==> config.mk <==
export PLATFORM = sky130hd
export DESIGN_NAME = mole_round_scheduler
export DESIGN_NICKNAME = d
export VERILOG_FILES = /design/src/rtl/mole_round_scheduler.sv
export SDC_FILE = /design/constraint.sdc
export NUM_CORES = 1
export LEC_CHECK = 0
export BUFFER_PORTS_ARGS = -buffer_cell sky130_fd_sc_hd__clkbuf_2
export CAP_MARGIN = 20
export CORE_ASPECT_RATIO = 1.2
export CORE_MARGIN = 4
export CORE_UTILIZATION = 35
export CTS_CLUSTER_DIAMETER = 60
export DETAILED_ROUTE_END_ITERATION = 10
export SETUP_SLACK_MARGIN = 0.5
export SYNTH_ARGS = -nofsm -noshare
export SYNTH_HDL_FRONTEND = slang
export SYNTH_SLANG_ARGS = --single-unit
==> constraint.sdc <==
create_clock -name systemClock -period 3.36 [get_ports systemClock]
set_input_delay 0.672 -clock systemClock [delete_from_list [all_inputs] [get_ports systemClock]]
set_output_delay 0.672 -clock systemClock [all_outputs]
set_load 0.1 [all_outputs]
==> src/rtl/mole_round_scheduler.sv <==
// Whac-a-mole round sequencer: picks a hole, shows the mole for a fixed window,
// judges key presses and drives the score FSM's timeUp / W / enable inputs.
module mole_round_scheduler #(
  parameter int unsigned HOLES      = 4,
  parameter int unsigned UP_CYCLES  = 25000000,
  parameter int unsigned GAP_CYCLES = 12500000,
  parameter int unsigned LIVES      = 3,
  parameter logic [7:0]  LFSR_SEED  = 8'hA5
) (
  input  logic             systemClock,
  input  logic             reset,
  input  logic             start,
  input  logic [HOLES-1:0] keys,
  output logic [HOLES-1:0] mole,
  output logic             timeUp,
  output logic             W,
  output logic             enable,
  output logic [1:0]       lives,
  output logic [7:0]       hitCount,
  output logic             gameOver
);

  localparam int unsigned HoleW     = $clog2(HOLES);
  localparam int unsigned MaxCycles = (UP_CYCLES > GAP_CYCLES) ? UP_CYCLES : GAP_CYCLES;
  localparam int unsigned TimerW    = $clog2(MaxCycles);

  typedef enum logic [2:0] {StIdle, StPick, StUp, StJudge, StGap, StOver} state_e;

  state_e             state_q, state_d;
  logic [7:0]         lfsr_q, lfsr_d;
  logic [HoleW-1:0]   prev_hole_q, prev_hole_d;
  logic [HOLES-1:0]   keys_q, keys_d;
  logic               hit_q, hit_d;
  logic               foul_q, foul_d;
  logic [TimerW-1:0]  timer_q, timer_d;
  logic [1:0]         lives_q, lives_d;
  logic [7:0]         hit_count_q, hit_count_d;

  logic               lfsr_fb;
  logic [HoleW-1:0]   cand;
  logic [HoleW-1:0]   hole;
  logic [HOLES-1:0]   mole_bit;
  logic [HOLES-1:0]   rise;
  logic               verdict;

  // Datapath helpers: LFSR feedback, hole choice, key edges, current verdict
  always_comb begin
    lfsr_fb  = lfsr_q[7] ^ lfsr_q[5] ^ lfsr_q[4] ^ lfsr_q[3];
    cand     = HoleW'(lfsr_q % 8'(HOLES));
    hole     = cand;
    // Bump to the next hole so the same hole never shows twice in a row
    if (cand == prev_hole_q) begin
      hole = (cand == HoleW'(HOLES - 1)) ? '0 : cand + HoleW'(1);
    end
    mole_bit = {{(HOLES-1){1'b0}}, 1'b1} << prev_hole_q;
    rise     = keys & ~keys_q;
    verdict  = hit_q & ~foul_q;
  end

  // State and datapath registers with synchronous reset
  always_ff @(posedge systemClock) begin
    if (reset) begin
      state_q     <= StIdle;
      lfsr_q      <= LFSR_SEED;
      prev_hole_q <= '0;
      keys_q      <= '0;
      hit_q       <= 1'b0;
      foul_q      <= 1'b0;
      timer_q     <= '0;
      lives_q     <= 2'(LIVES);
      hit_count_q <= 8'd0;
    end else begin
      state_q     <= state_d;
      lfsr_q      <= lfsr_d;
      prev_hole_q <= prev_hole_d;
      keys_q      <= keys_d;
      hit_q       <= hit_d;
      foul_q      <= foul_d;
      timer_q     <= timer_d;
      lives_q     <= lives_d;
      hit_count_q <= hit_count_d;
    end
  end

  // Next-state and datapath updates
  always_comb begin
    state_d     = state_q;
    lfsr_d      = {lfsr_q[6:0], lfsr_fb};
    prev_hole_d = prev_hole_q;
    keys_d      = keys;
    hit_d       = hit_q;
    foul_d      = foul_q;
    timer_d     = timer_q;
    lives_d     = lives_q;
    hit_count_d = hit_count_q;
    unique case (state_q)
      StIdle, StOver: begin
        if (start) begin
          lives_d     = 2'(LIVES);
          hit_count_d = 8'd0;
          state_d     = StPick;
        end
      end
      StPick: begin
        prev_hole_d = hole;
        hit_d       = 1'b0;
        foul_d      = 1'b0;
        timer_d     = TimerW'(UP_CYCLES - 1);
        state_d     = StUp;
      end
      StUp: begin
        if (|(rise & mole_bit))  hit_d  = 1'b1;
        if (|(rise & ~mole_bit)) foul_d = 1'b1;
        if (timer_q == '0) state_d = StJudge;
        else               timer_d = timer_q - TimerW'(1);
      end
      StJudge: begin
        timer_d = TimerW'(GAP_CYCLES - 1);
        state_d = StGap;
        if (verdict) begin
          if (hit_count_q != 8'hFF) hit_count_d = hit_count_q + 8'd1;
        end else begin
          lives_d = lives_q - 2'd1;
          if (lives_q == 2'd1) state_d = StOver;
        end
      end
      StGap: begin
        if (timer_q == '0) state_d = StPick;
        else               timer_d = timer_q - TimerW'(1);
      end
      default: state_d = StIdle;
    endcase
  end

  // Outputs decoded from state; mole is shown only during UP
  always_comb begin
    mole     = (state_q == StUp) ? mole_bit : '0;
    timeUp   = (state_q == StJudge);
    W        = (state_q == StJudge) & verdict;
    enable   = (state_q == StPick) | (state_q == StUp) | (state_q == StJudge) |
               (state_q == StGap);
    gameOver = (state_q == StOver);
    lives    = lives_q;
    hitCount = hit_count_q;
  end

endmodule

## After elaboration in Yosys (flattened, before gate mapping)

Index checks and enable logic that the tools add are counted.

| storage, ports and cells | value |
|---|---|
| memories | 0 |
| logic and storage cells | 83 |
| output and inout bits | 18 |
| bits in writable memories | 0 |
| input port bits | 7 |
| memory bits (read-only) | 0 |
| bits in latches | 0 |
| flip-flop bits (word level) | 54 |

| operators by class | value |
|---|---|
| magnitude comparators | 0 |
| shift-type cells | 1 |
| eq/ne operators | 18 |
| multiplexer cells | 22 |
| divide/modulo/power cells | 0 |
| reduce and logical (&&, ||, !) cells | 15 |
| $mul | 0 |
| add/sub/neg operators | 4 |
| bitwise operators | 14 |

Operators by type and width:

| kind | count |
|---|---|
| one-hot mux 25 bit (3 select lines) | 1 |
| zero test 25 bit | 1 |
| two-way mux 25 bit | 1 |
| subtractor 25 x 1 -> 25 bit, second input constant | 1 |
| two-way mux 8 bit | 3 |
| one-hot mux 8 bit (2 select lines) | 1 |
| one-hot mux 3 bit (5 select lines) | 1 |
| != test 2 bit, second input constant | 7 |
| bitwise AND 4 bit | 3 |
| two-way mux 3 bit | 3 |
| adder 8 x 1 -> 8 bit, second input constant | 1 |
| two-way mux 2 bit | 4 |
| != test 8 bit, second input constant | 1 |
| NOT 4 bit | 2 |
| OR reduction 4 bit | 2 |
| equality test 3 x 2 -> 1 bit, second input constant | 2 |
| equality test 3 bit, second input constant | 2 |
| AND reduction 2 bit | 3 |
| AND reduction 3 bit | 2 |
| two-way mux 1 bit | 4 |
| two-way mux 4 bit | 1 |
| != test 2 x 1 -> 1 bit, second input constant | 2 |
| one-hot mux 1 bit (2 select lines) | 2 |
| one-hot mux 2 bit (2 select lines) | 1 |
| other kinds (16) | 23 |

## Depth between registers and ports, before layout

| depth | value |
|---|---|
| depth after elaboration | 6 |
| gate-level depth with buffers | 8 |
| mapped depth without buffers | 7 |

## Worst setup path after synthesis

Ideal clock, no wire load.

| path | value |
|---|---|
| path type | register to output |
| start | reg state_q[0] |
| end | out mole[2] |
| setup slack | -0.376 ns |
| data required time | 2.688 ns |
| stages on the path, launching flop included | 5 |
| data arrival time | 3.064 ns |
| buffers on the path | 2 |
| cells stage by stage | dfxtp_1 -> clkbuf_1 -> clkbuf_1 -> nand2b_1 -> nor3b_1 |

| on the way | value |
|---|---|
| word-level cells in the longest chain between the ends | 2 |

Ends and longest elaborated chain:

| what | line | source |
|---|---|---|
| start: declaration | 29 | `state_e state_q, state_d;` |
| start signal: assignment | 63 | `state_q <= StIdle;` |
| start signal: assignment | 73 | `state_q <= state_d;` |
| equality test 3 x 2 -> 1 bit | 137 | `mole = (state_q == StUp) ? mole_bit : '0;` |
| two-way mux 4 bit | 137 |  |
| end: declaration | 14 | `output logic [HOLES-1:0] mole,` |

No other way between the ends.

## Worst setup path in the final report

| path | value |
|---|---|
| start | reg state_q[0] |
| end | out enable |

| on the way | value |
|---|---|
| word-level cells in the longest chain between the ends | 4 |
| elaborated cells between the ends (all ways) | 7 |
| classes of those cells | 4 x eq/ne; 3 x bitwise |

Ends and longest elaborated chain:

| what | line | source |
|---|---|---|
| equality test 3 x 1 -> 1 bit or equality test 3 x 2 -> 1 bit (tied branches) | 140 | `enable = (state_q == StPick) \| (state_q == StUp) \| (state_q == StJudge) \|` |
| OR 1 bit (2 in a row) | 140 |  |
| OR 1 bit (*) | 140 |  |
| end: declaration | 17 | `output logic enable,` |

Mark *: on every way between the ends. The rest lies on a longest branch, timed or not.

==> impl_metrics.csv <==
group,metric,value,unit
synth,synth_edf_count,0,
route,wire_per_inst,14.57,µm
setup_path,setup.worst_path.start_class,"register",
synth,yosys_warnings,0,
pwr,power_density,928.7,nW/µm²
die,fp.dieH,107.9,µm
setup_path,crit_fanout,22,
die,rows,36,
placement,gp_congestion,0.7628,
cells_and_area,area_delta_synth_final,10.19,%
cells_and_area,ff_latch_area,1085,µm²
sta,hold_violations,0,
run_status,status,"finished, final reports clean",
route,routed_wl,6689,µm
pwr,power.total,2.977,mW
setup_path,critPathLaunch,"state_q[0]",
synth,synth-seq-cells,54,
sta,rsz0062_at_grt,"false",
clock_network,postCtsSetupRepairBufs,0,
placement,dp_hpwl,4657,µm
cells_and_area,nets,374,
cells_and_area,multiInputGateArea,1723,µm²
global_route,grt_pass1_wl,11400,µm
setup_path,cp_data_arrival_time,2.00,ns
synth,ys_async_sr_fraction,0,%
clock_network,clk_latency,0.31,ns
global_route,overflow,0,
sta,fin_crit_sh,79.49,%
route,via_count,2555,
job,max_cap_viol_count,0,
route,drt_first_iter_violations,129,
synth,netlist_area,2909,µm²
synth,yosys.area.top_type,"dfxtp_1",
cells_and_area,fillers,841,
synth,synth_commonest_cells,"dfxtp_1, a21oi_1, nor2_1",
sta,period_needed,2.671,ns
global_route,first_global_vias,2380,
setup_path,path_class,"reg -> out",
clock_network,clk_pin_slew,0.09,ns
cells_and_area,layout.cells.non_filler,459,
synth,post-synth-top-count-cell,"dfxtp_1",
synth,synth_nets,358,
route,final_antenna_net_count,0,
synth,postSynthCellCount,347,
clock_network,root_buffer,"clkbuf_8",
sta,hold-worst-slack,0.4294,ns
pwr,max-vdd-ir-drop,595.7,µV
cells_and_area,drive_above_1_share,17.31,%
route,viasPerCell,5.566,
setup_path,worstPathRequired,2.69,ns
synth,synth_seq_area_share,37.16,%
setup_path,r2r-start,"timer_q[0]",
synth,synth_cell_type_count,61,
worst_hold_path,hp-class,"reg -> reg",
sta,finalMaxSlewViolations,0,
clock_network,clock_sinks,54,
setup_path,ff2ff_path_depth,7,
global_route,grt_max_degree,45,
cells_and_area,utilization,39.54,%
sta,fin_setup_tns,0,ns
clock_network,clock_path_buffers,2,
route,drc_errors,0,
sta,finClkSkew,0.007905,ns
die,ios,25,
clock_network,htree_levels,2,
die,die_x,91.23,µm
die,coreArea,8108,µm²
placement,port_buffers,24,
synth,synth_ff_type,"dfxtp_1",
clock_network,cts_hold_buf,0,
cells_and_area,diodes,0,
clock_network,cts_tree,"done",
synth,synth_area_per_cell,8.383,µm²
sta,worstMarginPinSlew,0.9524,ns
pwr,p_leak,1.197,nW
worst_hold_path,hp-start,"lfsr_q[6]",
global_route,antenna_found_initial,0,
sta,setup_viol,0,
route,firstDrtPassIters,4,
synth,synthTopCellsByArea,"dfxtp_1, a21oi_1, o21ai_0, nor2_1, nor3_1",
clock_network,cts_buffers,5,
synth,synth_top_area_share,37.16,%
sta,fmax,0.3744,GHz
worst_hold_path,whs_path_depth,1,
placement,dp.cells,451,
setup_path,end_kind,"output port",
sta,maxSlewHeadroom,36.51,%
global_route,grtUsageTotal,14.02,%
die,die_area,9840,µm²
die,initial_core_util,35.88,%
## state kept, by name (all words and copies together) (netlist names)
name and count:
foul_q 1, hitCount 8, hit_q 1, keys_q 4, lfsr_q 8, lives 2
prev_hole_q 2, state_q 3, timer_q 25
## layout by cell type (no fill, tap or decap), drive strengths merged, types with 2 or more instances in the layout
cell,n
a211oi,5
a21oi,28
a311oi,3
a31oi,4
and2,2
and3,7
buf,3
clkbuf,30
clkinv,2
dfxtp,54
ha,4
inv,10
mux2i,6
nand2,18
nand2b,13
nand3,11
nand3b,2
nand4,7
nor2,25
nor2b,10
nor3,19
nor3b,4
nor4,12
o211ai,3
o21a,2
o21ai,26
o22a,2
o22ai,2
o31ai,2
o41ai,3
or2,6
or3,12
or4,4
xnor2,3
xor2,6
## area by class of cell
type                       instances  area share, %
sequential                        54          33.84
clock inverter                     2         0.3903
inverter                          11          1.288
tap                               95          3.708
multi-input combinational        264          53.75
timing repair buffer              27          4.450
clock buffer                       6          2.576
## logic make-up (layout without fill, tap and decap cells)
| family | Yosys count | count (layout) | synth area share [%] |
|---|---|---|---|
| and+or+nand+nor | 155 | 155 | 31.48 |
| xor gates and xnor gates | 9 | 9 | 2.710 |
| AOI/OAI and AO/OA | 89 | 89 | 20.43 |
| adders and majority gates | 4 | 4 | 1.720 |
| DFF | 54 | 54 | 37.16 |
| buffers and inverters | 29 | 46 | 4.043 |
| muxes | 7 | 7 | 2.452 |
## path summary, 6_finish.rpt
path / to / slack, ns
setup / recovery: enable / 0.69
hold reg to reg: lfsr_q[7] / 0.43
hold / removal: lfsr_q[7] / 0.43
setup reg to reg: timer_q[8] / 0.82
## critical path: stages (launching register included)
cell and delay, ns:
dfxtp_2 0.55, nor2_1 0.11, xor2_1 0.39, inv_1 0.22, clkbuf_2 0.42
## power by group
| part | internal [mW] | leakage (nW) | switching, mW | total [mW] |
|---|---|---|---|---|
| combinational | 0.534 | 0.704 | 1.02 | 1.56 |
| clock | 0.166 | 0.0472 | 0.213 | 0.379 |
| sequential | 0.796 | 0.446 | 0.245 | 1.04 |
| total | 1.50 | 1.20 | 1.48 | 2.98 |
## through the flow
step                      instance area (µm²)  worst slack, ns
after floorplan                          2922           0.5833
after global placement                   3107           0.8233
after detailed placement                 3107           0.8129
after CTS                                3203           0.5356
after global routing                     3206           0.5106
final                                    3206           0.6890
## per-layer routing
| layer | global-route usage (%) | vias to the layer above | share of wire [%] |
|---|---|---|---|
| met1 | 17.87 | 1193 | 48 |
| met5 | 0 | - | 0 |
| met3 | 1.888 | 9 | 2.8 |
| li1 | - | 1311 | - |
| met4 | 5.603 | 0 | 1.7 |
| met2 | 23.88 | 42 | 48 |
## repair_timing
item | CTS | global route
resized for setup | 1 | 2
setup endpoints to repair | 1 | 6
pin swaps | 0 | 0
endpoints found under the hold margin | 0 | 0
(Power assumes the default switching activity.)
